$ cat src/rtl/seq_div_ctrl.sv
// Sequential unsigned restoring divider controller: one quotient bit per cycle,
// driving an external shared combinational subtractor through sub_a/sub_b.
module seq_div_ctrl #(
  parameter int WIDTH = 16
) (
  input  logic             clk,
  input  logic             reset,
  input  logic             start,
  input  logic [WIDTH-1:0] dividend,
  input  logic [WIDTH-1:0] divisor,
  output logic             busy,
  output logic             done,
  output logic             div_zero,
  output logic [WIDTH-1:0] quotient,
  output logic [WIDTH-1:0] remainder,
  output logic [WIDTH-1:0] sub_a,
  output logic [WIDTH-1:0] sub_b,
  input  logic [WIDTH-1:0] sub_diff,
  input  logic             sub_cout
);

  localparam int CNT_W = (WIDTH > 2) ? $clog2(WIDTH) : 1;

  typedef enum logic [1:0] {
    S_IDLE = 2'd0,
    S_RUN  = 2'd1,
    S_DONE = 2'd2
  } state_t;

  state_t             r_state;
  state_t             w_next_state;
  logic [WIDTH-1:0]   r_r;
  logic [WIDTH-1:0]   r_q;
  logic [WIDTH-1:0]   r_d;
  logic [CNT_W-1:0]   r_cnt;
  logic               r_div_zero;
  logic [WIDTH-1:0]   r_quot;
  logic [WIDTH-1:0]   r_rem;

  logic [WIDTH-1:0]   w_sub_a;
  logic [WIDTH-1:0]   w_sub_b;
  logic               w_accept;
  logic [WIDTH-1:0]   w_r_nxt;
  logic [WIDTH-1:0]   w_q_nxt;

  always_comb begin
    w_next_state = r_state;
    w_sub_a      = '0;
    w_sub_b      = '0;
    w_accept     = 1'b0;
    w_r_nxt      = r_r;
    w_q_nxt      = r_q;
    case (r_state)
      S_IDLE: begin
        if (start) begin
          w_next_state = (divisor != '0) ? S_RUN : S_DONE;
        end
      end
      S_RUN: begin
        // A set R MSB means the shifted trial is >= 2^WIDTH, so it always exceeds D.
        w_sub_a  = {r_r[WIDTH-2:0], r_q[WIDTH-1]};
        w_sub_b  = r_d;
        w_accept = sub_cout | r_r[WIDTH-1];
        w_r_nxt  = w_accept ? sub_diff : w_sub_a;
        w_q_nxt  = {r_q[WIDTH-2:0], w_accept};
        if (r_cnt == '0) begin
          w_next_state = S_DONE;
        end
      end
      S_DONE: begin
        w_next_state = S_IDLE;
      end
      default: begin
        w_next_state = S_IDLE;
      end
    endcase
  end

  always_ff @(posedge clk) begin
    if (reset) begin
      r_state    <= S_IDLE;
      r_r        <= '0;
      r_q        <= '0;
      r_d        <= '0;
      r_cnt      <= '0;
      r_div_zero <= 1'b0;
      r_quot     <= '0;
      r_rem      <= '0;
    end else begin
      r_state <= w_next_state;
      case (r_state)
        S_IDLE: begin
          if (start) begin
            if (divisor != '0) begin
              r_q        <= dividend;
              r_d        <= divisor;
              r_r        <= '0;
              r_cnt      <= CNT_W'(WIDTH - 1);
              r_div_zero <= 1'b0;
            end else begin
              r_quot     <= '1;
              r_rem      <= dividend;
              r_div_zero <= 1'b1;
            end
          end
        end
        S_RUN: begin
          r_r <= w_r_nxt;
          r_q <= w_q_nxt;
          if (r_cnt == '0) begin
            r_quot <= w_q_nxt;
            r_rem  <= w_r_nxt;
          end else begin
            r_cnt <= r_cnt - 1'b1;
          end
        end
        default: begin
        end
      endcase
    end
  end

  assign busy      = (r_state == S_RUN);
  assign done      = (r_state == S_DONE);
  assign div_zero  = r_div_zero;
  assign quotient  = r_quot;
  assign remainder = r_rem;
  assign sub_a     = w_sub_a;
  assign sub_b     = w_sub_b;

endmodule
$ cat config.mk
export PLATFORM = sky130hd
export DESIGN_NAME = seq_div_ctrl
export DESIGN_NICKNAME = d
export VERILOG_FILES = /design/src/rtl/seq_div_ctrl.sv
export SDC_FILE = /design/constraint.sdc
export NUM_CORES = 1
export LEC_CHECK = 0
export BUFFER_PORTS_ARGS = -buffer_cell sky130_fd_sc_hd__buf_4
export CORE_UTILIZATION = 52
export DETAILED_ROUTE_END_ITERATION = 8
export GPL_ROUTABILITY_DRIVEN = 0
export GPL_TIMING_DRIVEN = 0
export HOLD_SLACK_MARGIN = 0.1
export PLACE_DENSITY = 0.8
export SLEW_MARGIN = 5
export SYNTH_ARGS = -nofsm -noshare
export SYNTH_HDL_FRONTEND = slang
export SYNTH_SLANG_ARGS = --single-unit
$ cat constraint.sdc
create_clock -name clk -period 2.3 [get_ports clk]
set_input_delay 0.115 -clock clk [delete_from_list [all_inputs] [get_ports clk]]
set_output_delay 0.115 -clock clk [all_outputs]
set_load 0.005 [all_outputs]
### Word-level counts from Yosys, hierarchy flattened

Cells that the tools add are included.

* multiplexer cells: 26
* eq/ne operators: 7
* div/mod/pow operators: 0
* shift-type cells: 0
* order comparisons: 0
* $mul: 0
* bitwise gates (word level): 1
* reductions and logical operators: 10
* add/subtract/negate cells: 1

Operators with widths (number)
* 16-bit two-way mux: 13
* 16-bit one-hot mux with 2 select lines: 4
* 16-bit nonzero test: 1
* 4-bit two-way mux: 3
* 2-bit != test, second input constant: 4
* 4-bit one-hot mux with 2 select lines: 1
* 4-bit AND reduction: 2
* 2-bit two-way mux: 3
* 3-bit AND reduction: 2
* 4-bit zero test: 1
* 2-bit one-hot mux with 2 select lines: 1
* 2-bit AND reduction: 2
* 4-bit by 1-bit subtractor with 4-bit output, second input constant: 1
* 2-bit by 1-bit == test with 1-bit output, second input constant: 1
* 2-bit == test, second input constant: 1
* 2-bit zero test: 1
* 2-bit by 1-bit != test with 1-bit output, second input constant: 1
* 2-bit nonzero test: 1
* 1-bit two-way mux: 1
* 1-bit bitwise OR: 1

* bits in writable memories: 0
* output and inout port bits: 67
* register bits after elaboration: 87
* latch bits: 0
* logic and storage cells: 53
* bits in read-only memories: 0
* memories kept: 0

### Depth between registers and ports, before layout

Gate-level depths: netlist of run 1.

* depth in word-level cells: 4
* mapped depth: 8
* gate-level depth less buffers: 6

### Least setup slack after synthesis of run 1

OpenSTA, ideal clock, no wires.

* kind: register to register
* start point: reg r_state[1]
* end point: reg r_d[6]
* slack: 0.611 ns
* stages on the path, launching flop included: 7
* period minus slack after synthesis: 1.689 ns
* required time: 2.172 ns
* path buffers: 2
* arrival time: 1.561 ns
* setup time: 0.128 ns
* cells stage by stage: dfxtp_1 -> buf_6 -> or3b_4 -> a41oi_4 -> buf_8 -> mux2i_1 -> nor2_1

* word-level cells in the longest chain between the ends: 2

RTL lines
* from (decl): line 30 `state_t r_state;`
* from (signal assigned): line 90 `r_state <= w_next_state;`
* 2-bit zero test: line 91 `case (r_state)`
* 3-bit AND reduction (no source line)
* to (signal assigned): line 96 `r_d <= divisor;`
* to (decl): line 34 `logic [WIDTH-1:0] r_d;`

Every way passes these cells.
A chain may end at the register's enable or synchronous reset.

### Worst setup path in the final report of run 1

* start point: reg r_state[1]
* end point: out sub_a[15]

* word-level cells in the longest chain between the ends: 2

RTL lines
* 2-bit by 1-bit == test with 1-bit output: line 53 `case (r_state)`
* 16-bit two-way mux: line 53
* to (decl): line 16 `output logic [WIDTH-1:0] sub_a,`

Every way passes these cells.

==> results.sh, run 1 <==
export IMPL_finalCritPeriodShare=0.954
export IMPL_groute_usage_overall=0.297
export IMPL_power_leakage_nw=2.35
export IMPL_outcome="finished clean"
export IMPL_postSynthCellCount=446
export IMPL_cts_buffers=9
export IMPL_rows=31
export IMPL_rsz0062_at_grt="false"
export IMPL_ys_seq_area_frac=0.429
export IMPL_ys_top_cells_by_area="dfxtp_1, and2_1, mux2i_1"
export IMPL_fin_setup_tns_ns=0
export IMPL_cp_data_arrival_time_ns=2.08
export IMPL_initial_utilization=0.548
export IMPL_drive_above_1_share=0.289
export IMPL_power_mw=3.88
export IMPL_path_max_fanout=10
export IMPL_end_kind="output pin"
export IMPL_wl_um=11900
export IMPL_synth_top_area_share=0.429
export IMPL_cts_tree="built"
export IMPL_htree_num_levels=3
export IMPL_drc=0
export IMPL_crit_top_cell="buf_2"
export IMPL_synth_top_cell_by_area="dfxtp_1"
export IMPL_clock_skew_ns=0.0124
export IMPL_dieArea_um2=8160
export IMPL_yosysWarnings=0
export IMPL_synthAdderAreaFrac=0.00308
export IMPL_r2r_setup_slack_ns=0.39
export IMPL_crit_start="r_state[1]$_SDFFE_PP0P_"
export IMPL_timing_slew_headroom=0.517
export IMPL_final_nets=658
export IMPL_synth_edf_count=0
export IMPL_ys_seq_elements=87
export IMPL_ctsLongestPathBuffers=2
export IMPL_fillers=520
export IMPL_netlist_area_um2=4060
export IMPL_syn_avg_cell_area_um2=9.10
export IMPL_synth_cell_types=46
export IMPL_postCtsSetupBuffers=0
export IMPL_layout_commonest_cell="buf_4"
export IMPL_async_flop_share=0
export IMPL_reg2reg_from="r_state[0]$_SDFFE_PP0P_"
export IMPL_routed_via_density=5.75
export IMPL_grt_overflow_total=0
export IMPL_die_w_um=90.4
export IMPL_die_h_um=90.4
export IMPL_synth_compound_area_share=0.270
export IMPL_ant_nets=0
export IMPL_drt_iter0_drc=306
export IMPL_reg2regPathDepth=6
export IMPL_drtPass1Iterations=5
export IMPL_mostFrequentLayoutCells="buf_4, dfxtp_1, nor2_1"
export IMPL_vias=4075
export IMPL_synth_xor_area_share=0
export IMPL_max_stage_delay_ns=0.31
export IMPL_grt_max_degree=16
export IMPL_tightest_slew_ns=0.724
export IMPL_synth_nets=499
export IMPL_synthSimpleGateAreaFrac=0.188
export IMPL_critical_path_depth=8
export IMPL_report_final_hold_viol_count=0
export IMPL_cp_top_family="buffers and inverters"
export IMPL_io_pins=119
export IMPL_vdd_drop_max_mv=0.351
export IMPL_worstSetupPathType="reg -> out"
export IMPL_cts_root_buf="clkbuf_8"
export IMPL_first_global_vias=4016
export IMPL_crit_chain="buf_6 -> nand2b_1 -> buf_2 -> inv_1 -> buf_2 -> buf_2 -> and2_1 -> buf_4"
export IMPL_synth_area_mux_share=0.0395
export IMPL_fmax_ghz=0.456
export IMPL_powerDensity_nw_per_um2=690
export IMPL_worstSetupEndpoint="sub_a[15]"
export IMPL_clock_sinks=87
export IMPL_finalSetupViolCount=0
export IMPL_clkTransAtPathRegs_ns=0.09
export IMPL_hp_class="in -> reg"
export IMPL_post_drt_wl_per_cell_um=16.8
export IMPL_core_um2=7410
export IMPL_slew_viol_final=0
export IMPL_worstSkewPairLatency_ns=0.36
export IMPL_port_buffers=116
export IMPL_area_growth_syn_to_layout_pct=38.5
export IMPL_worst_path_buf_inv=6
export IMPL_worstSetupStartpointType="flop"
export IMPL_drv_cap=0
export IMPL_diodes=0
export IMPL_antenna_found_initial=0
export IMPL_critPathSlowestCell="dfxtp_1"
export IMPL_synth_top_family_by_area="compound AO/OA/AOI/OAI gates"
export IMPL_period_needed_ns=2.19
export IMPL_rr_endpoint="r_d[10]$_SDFFE_PP0P_"
export IMPL_grt_pass1_wl_um=19300
export IMPL_crit_required_ns=2.18
export IMPL_hpwl_um=8370
export IMPL_synth_ff_type="dfxtp_1"
## final cells by class
| class | instances | area [um2] | area share |
|---|---|---|---|
| buffer | 38 | 204 | 0.0363 |
| sequential | 87 | 1740 | 0.310 |
| tap | 99 | 124 | 0.0220 |
| clock buffer | 9 | 124 | 0.0220 |
| clock inverter | 7 | 120 | 0.0214 |
| multi-input combinational | 299 | 2030 | 0.362 |
| inverter | 22 | 82.6 | 0.0147 |
| timing repair buffer | 148 | 1190 | 0.212 |
## synth_stat cells (all sizes together) (2+ instances only)
library cell,number
a21o,3
a31oi,16
dfxtp,87
nand2b,18
inv,21
o21ai,16
clkbuf,19
a221oi,17
a41oi,2
buf,19
o22ai,17
nor4,4
mux2i,16
nor3,4
o21a,16
nor2,37
a22oi,16
nand3,2
nand2,32
a21oi,24
and2,31
a311oi,16
## cells by family (layout without fill, tap and decap cells)
group,count (synthesis),in the layout
compound gates,146,146
simple gates,136,136
fa+ha+maj,1,1
mux,16,16
flops,87,87
buf+inv,60,224
## what timing repair did
item / CTS / global route
endpoints found under the hold margin: 33 / 0
setup endpoints to repair: 2 / 20
resized for setup: 1 / 4
hold buffers: 32 / 0
## how the worst min path moves through the flow
stage,start,end,slack [ns],cells past startpoint
final,sub_diff[14],r_r[14]$_SDFFE_PP0P_,0.12,3
after detailed placement,divisor[10],r_d[10]$_SDFFE_PP0P_,0.39,3
after global placement,divisor[13],r_d[13]$_SDFFE_PP0P_,0.38,3
after floorplan,divisor[0],r_d[0]$_SDFFE_PP0P_,0.26,2
after global routing,sub_diff[14],r_r[14]$_SDFFE_PP0P_,0.13,3
after CTS,sub_diff[0],r_r[0]$_SDFFE_PP0P_,0.11,3
## worst min-delay path: stages
cell and delay, ns:
buf_4 0.08, a22oi_1 0.09, o22ai_1 0.15
## sequential cells by signal, indices dropped and copies added (netlist names)
register   cells
quotient      16
r_d           16
r_q           16
r_r           16
remainder     16
r_cnt          4
r_state        2
div_zero       1
## report_power, final
| part | internal (mW) | switching [mW] | total (mW) |
|---|---|---|---|
| clock | 0.725 | 0.571 | 1.30 |
| combinational | 0.405 | 0.461 | 0.867 |
| sequential | 1.64 | 0.0784 | 1.72 |
| total | 2.77 | 1.11 | 3.88 |
## stage by stage
| stage | area, um2 | utilization | std cells | setup slack (ns) | hold slack [ns] |
|---|---|---|---|---|---|
| finish | 5620 | 0.759 | 709 | 0.105 | 0.120 |
| global route | 5620 | 0.759 | 709 | 0.0147 | 0.129 |
| CTS | 5620 | 0.758 | 709 | 0.0152 | 0.111 |
| detailed placement | 5050 | 0.682 | 661 | 0.329 | 0.392 |
| global placement | 5050 | 0.682 | 661 | 0.356 | 0.379 |
| floorplan | 4060 | - | 446 | 0.611 | 0.262 |
## layer usage
layer	part of all wire	vias to the layer above	global-route usage	wire, um
met2	0.50	187	0.510	5950
li1	-	1933	-	-
met5	0	-	0	0
met3	0.070	30	0.0530	832
met4	0.027	0	0.121	322
met1	0.40	1925	0.367	4800
Note: power is estimated with default switching activity, not from simulation.
==> run 2: changes to the inputs <==
REMOVE_ABC_BUFFERS = 1   (was default)
==> results.sh, run 2 (synthesis gave the netlist of run 1 again) <==
export IMPL_layout_commonest_cell="buf_4"
export IMPL_routed_via_density=5.71
export IMPL_hp_class="in -> reg"
export IMPL_grt_max_degree=104
export IMPL_path_max_fanout=15
export IMPL_drc=0
export IMPL_cts_tree="built"
export IMPL_die_h_um=90.4
export IMPL_clkTransAtPathRegs_ns=0.09
export IMPL_whs_path_depth=3
export IMPL_slew_viol_final=0
export IMPL_setup_ws_ns=0.129
export IMPL_io_pins=119
export IMPL_vias=3874
export IMPL_layoutNonFillerInstCount=678
export IMPL_crit_required_ns=2.48
export IMPL_vdd_drop_max_mv=0.530
export IMPL_initial_utilization=0.548
export IMPL_post_place_ws_ns=-0.915
export IMPL_rows=31
export IMPL_hpwl_um=7020
export IMPL_core_um2=7410
export IMPL_post_dp_cell_area_um2=4900
export IMPL_ant_nets=0
export IMPL_period_needed_ns=2.17
export IMPL_multi_input_area_um2=2080
export IMPL_clock_sinks=87
export IMPL_finalSetupViolCount=0
export IMPL_diodes=0
export IMPL_cts_buffers=9
export IMPL_rsz0062_at_grt="true"
export IMPL_report_final_hold_viol_count=0
export IMPL_dp_cells=626
export IMPL_grt_overflow_total=0
export IMPL_dieArea_um2=8160
export IMPL_worstSetupPathType="in -> reg"
export IMPL_ctsLongestPathBuffers=2
export IMPL_wl_um=11300
export IMPL_hold_path_end="r_r[9]$_SDFFE_PP0P_"
export IMPL_drv_cap=0
export IMPL_end_kind="flop"
export IMPL_htree_num_levels=3
export IMPL_first_global_vias=3751
export IMPL_rr_endpoint="r_q[2]$_SDFFE_PP0P_"
export IMPL_fin_area_um2=5520
export IMPL_area_growth_syn_to_layout_pct=35.9
export IMPL_worstSetupStartpointType="primary input"
export IMPL_finalCritPeriodShare=0.944
export IMPL_min_from="sub_diff[9]"
export IMPL_worstSkewPairLatency_ns=0.36
export IMPL_power_mw=3.64
export IMPL_die_w_um=90.4
export IMPL_timing_slew_headroom=0.328
export IMPL_antenna_found_initial=0
export IMPL_drive_above_1_share=0.288
export IMPL_final_nets=628
export IMPL_groute_usage_overall=0.280
export IMPL_cp_data_arrival_time_ns=2.35
export IMPL_reg2regPathDepth=3
export IMPL_drtPass1Iterations=5
export IMPL_ff_latch_area_um2=1740
export IMPL_post_drt_wl_per_cell_um=16.6
export IMPL_clock_skew_ns=0.0105
export IMPL_powerDensity_nw_per_um2=660
export IMPL_power_leakage_nw=2.24
export IMPL_drt_iter0_drc=238
export IMPL_tightest_slew_ns=1.01
export IMPL_cts_root_buf="clkbuf_8"
export IMPL_r2r_setup_slack_ns=0.16
export IMPL_grt_pass1_wl_um=18500
export IMPL_reg2reg_from="r_state[0]$_SDFFE_PP0P_"
export IMPL_fmax_ghz=0.461
export IMPL_outcome="finished clean"
export IMPL_fillers=524
export IMPL_port_buffers=118
export IMPL_mostFrequentLayoutCells="buf_4, dfxtp_1, nor2_1"
## run 2: cell types whose count changed in the layout (fill, tap and decap cells not counted), sizes merged
| cell | delta |
|---|---|
| buf | -15 |
| bufinv | -2 |
| clkbuf | -18 |
| clkinvlp | +4 |
| dlygate4sd3 | +1 |
| inv | -1 |
## run 2: layout make-up
type / instances / share of cell area
Timing Repair Buffer: 153 / 0.229
Clock inverter: 5 / 0.0102
Sequential cell: 87 / 0.316
Multi-Input combinational cell: 299 / 0.378
Tap cell: 99 / 0.0225
Clock buffer: 10 / 0.0250
Timing Repair inverter: 3 / 0.00363
Inverter: 22 / 0.0159
## run 2: how the worst max path moves through the flow
stage | from | end | slack, ns | cells after the start
2_1_floorplan | r_state[0]$_SDFFE_PP0P_ | remainder[10]$_SDFFE_PP0P_ | -0.19 | 4
3_3_place_gp | r_state[0]$_SDFFE_PP0P_ | remainder[7]$_SDFFE_PP0P_ | -1.10 | 4
3_5_place_dp | r_state[0]$_SDFFE_PP0P_ | r_q[15]$_SDFFE_PP0P_ | -0.91 | 3
4_1_cts | r_state[1]$_SDFFE_PP0P_ | sub_a[6] | 0.03 | 4
5_1_grt | r_state[0]$_SDFFE_PP0P_ | r_q[15]$_SDFFE_PP0P_ | 0.001 | 3
6_report | divisor[3] | r_q[2]$_SDFFE_PP0P_ | 0.13 | 6
## run 2: timing repair
action,CTS,global route
endpoints found under the hold margin,34,0
endpoints found under the setup margin,96,61
pin swaps,0,1
hold buffers,33,0
cloned,2,1
setup buffers,0,1
gates resized for setup,7,6
## run 2: per-stage QoR
stage	TNS [ns]	util	hold slack, ns
final	0	0.744	0.116
after global placement	-68.95	0.657	0.378
after detailed placement	-49.89	0.661	0.388
after global routing	0	0.744	0.120
after CTS	0	0.737	0.104
after floorplan	-5.03	-	0.181
## run 2: power breakdown
group          leakage (nW)  switching, mW  internal, mW
clock network        0.0985          0.541         0.526
registers             0.714         0.0950          1.64
logic                  1.43          0.449         0.394
total                  2.24           1.09          2.56
## run 2: per-layer routing
metal  up-vias  global-route usage  part of all wire
li1       1866                   -                 -
met1      1814               0.361              0.42
met2       171               0.466              0.49
met3        23              0.0497             0.064
met4         0               0.109             0.025
met5         -                   0                 0
## run 2: worst max-delay path, cell delays in order
cell and delay, ns:
dlygate4sd3_1 0.53, buf_4 0.15, nor4_4 0.46, and4_1 0.47, a21o_2 0.46, a221oi_1 0.16
==> run 3: changes to the inputs <==
RECOVER_POWER = 25   (was default)
==> results.sh, run 3 (synthesis gave the netlist of run 1 again) <==
export IMPL_groute_usage_overall=0.280
export IMPL_first_global_vias=3751
export IMPL_powerDensity_nw_per_um2=661
export IMPL_comb_power_share=0.230
export IMPL_crit_start="divisor[3]"
export IMPL_finalSetupViolCount=0
export IMPL_p_int_mw=2.55
export IMPL_clock_skew_ns=0.0106
export IMPL_initial_utilization=0.548
export IMPL_die_h_um=90.4
export IMPL_post_dp_cell_area_um2=4900
export IMPL_vias=3886
export IMPL_diodes=0
export IMPL_routed_via_density=5.73
export IMPL_post_drt_wl_per_cell_um=16.7
export IMPL_ant_nets=0
export IMPL_clock_sinks=87
export IMPL_worstSetupPathType="in -> reg"
export IMPL_dr_max_layer_used="met4"
export IMPL_p_switching_mw=1.09
export IMPL_vdd_drop_max_mv=0.526
export IMPL_dieArea_um2=8160
export IMPL_worstSkewPairLatency_ns=0.36
export IMPL_fin_setup_tns_ns=0
export IMPL_reg2regPathDepth=3
export IMPL_slew_viol_final=0
export IMPL_cts_buffers=9
export IMPL_report_final_hold_viol_count=0
export IMPL_outcome="finished clean"
export IMPL_drtPass1Iterations=5
export IMPL_route_layer_met1_wl_um=4710
export IMPL_r2r_setup_slack_ns=0.14
export IMPL_worstSetupEndpoint="r_q[15]$_SDFFE_PP0P_"
export IMPL_worstSetupStartpointType="primary input"
export IMPL_final_nets=628
export IMPL_grt_overflow_total=0
export IMPL_drv_cap=0
export IMPL_drc=0
export IMPL_mostFrequentLayoutCells="dfxtp_1, buf_4, nor2_1"
export IMPL_grt_pass1_wl_um=18500
export IMPL_wl_met3_um=720
export IMPL_period_needed_ns=2.18
export IMPL_rows=31
export IMPL_rr_endpoint="r_q[2]$_SDFFE_PP0P_"
export IMPL_core_um2=7410
export IMPL_path_max_fanout=15
export IMPL_die_w_um=90.4
export IMPL_hold_slack_ns=0.116
export IMPL_seq_power_share=0.476
export IMPL_grt_max_degree=104
export IMPL_wl_um=11300
export IMPL_fin_area_um2=5510
export IMPL_finish_utilization=0.743
export IMPL_layout_commonest_cell="dfxtp_1"
export IMPL_end_kind="flop"
export IMPL_hp_class="in -> reg"
export IMPL_hpwl_um=7020
export IMPL_port_buffers=118
export IMPL_finalCritPeriodShare=0.946
export IMPL_cts_tree="built"
export IMPL_power_leakage_nw=2.22
export IMPL_io_pins=119
export IMPL_drt_iter0_drc=253
export IMPL_rsz0062_at_grt="true"
export IMPL_setup_ws_ns=0.124
export IMPL_clkTransAtPathRegs_ns=0.09
export IMPL_layoutNonFillerInstCount=678
export IMPL_sw_frac_of_total=0.299
export IMPL_antenna_found_initial=0
export IMPL_post_place_ws_ns=-0.915
export IMPL_area_growth_syn_to_layout_pct=35.7
export IMPL_drive_above_1_share=0.285
export IMPL_crit_required_ns=2.48
export IMPL_htree_num_levels=3
export IMPL_power_mw=3.64
export IMPL_ctsLongestPathBuffers=2
export IMPL_cp_data_arrival_time_ns=2.35
export IMPL_tightest_slew_ns=1.02
export IMPL_clock_power_share=0.294
export IMPL_dp_cells=626
export IMPL_timing_slew_headroom=0.320
export IMPL_wl_met2_um=5610
export IMPL_reg2reg_from="r_state[0]$_SDFFE_PP0P_"
export IMPL_cts_root_buf="clkbuf_8"
export IMPL_fmax_ghz=0.460
## run 3: cell count changes in the layout (fill, tap and decap cells not counted), sizes merged
cell / previous run / this run
buf: 120 / 87
clkbuf: 10 / 43
## run 3: how the worst min path moves through the flow
stage | startpoint | endpoint | slack, ns | cells past startpoint
after detailed placement | divisor[6] | r_d[6]$_SDFFE_PP0P_ | 0.39 | 3
after CTS | sub_diff[9] | r_r[9]$_SDFFE_PP0P_ | 0.10 | 3
after global routing | sub_diff[5] | r_r[5]$_SDFFE_PP0P_ | 0.12 | 3
after global placement | divisor[15] | r_d[15]$_SDFFE_PP0P_ | 0.38 | 3
final | sub_diff[9] | r_r[9]$_SDFFE_PP0P_ | 0.12 | 3
after floorplan | reset | r_q[10]$_SDFFE_PP0P_ | 0.18 | 1
## run 3: power by group through the flow
stage | registers [mW] | logic [mW] | clock network, mW
global route | 1.75 | 0.914 | 1.15
CTS | 1.73 | 0.809 | 1.08
floorplan | 1.74 | 0.416 | 0
finish | 1.73 | 0.837 | 1.07
detailed placement | 1.76 | 0.750 | 0
global placement | 1.75 | 0.721 | 0
## run 3: routing by layer
layer | up-vias | track usage
met1 | 1835 | 0.361
met4 | 0 | 0.109
met5 | - | 0
met2 | 160 | 0.466
met3 | 23 | 0.0497
li1 | 1868 | -
## run 3: timing repair
action                                  CTS  global route
hold buffers                             33             0
resized for setup                         7             6
endpoints found under the hold margin    34             0
pin swaps                                 0             1
cloned                                    2             1
endpoints found under the setup margin   96            61
setup buffers                             0             1
## run 3: cell type report
type / instances / area [um2]
Inverter: 22 / 87.6
Sequential cell: 87 / 1740
Timing Repair Buffer: 153 / 1260
Timing Repair inverter: 3 / 20.0
Fill cell: 526 / 1900
Clock buffer: 10 / 138
Clock inverter: 5 / 56.3
Tap cell: 99 / 124
Multi-Input combinational cell: 299 / 2080
## run 3: critical path, cell delays in order
cell           delay (ns)
dlygate4sd3_1        0.53
buf_4                0.15
nor4_4               0.46
and4_1               0.47
a21o_2               0.46
a221oi_1             0.16
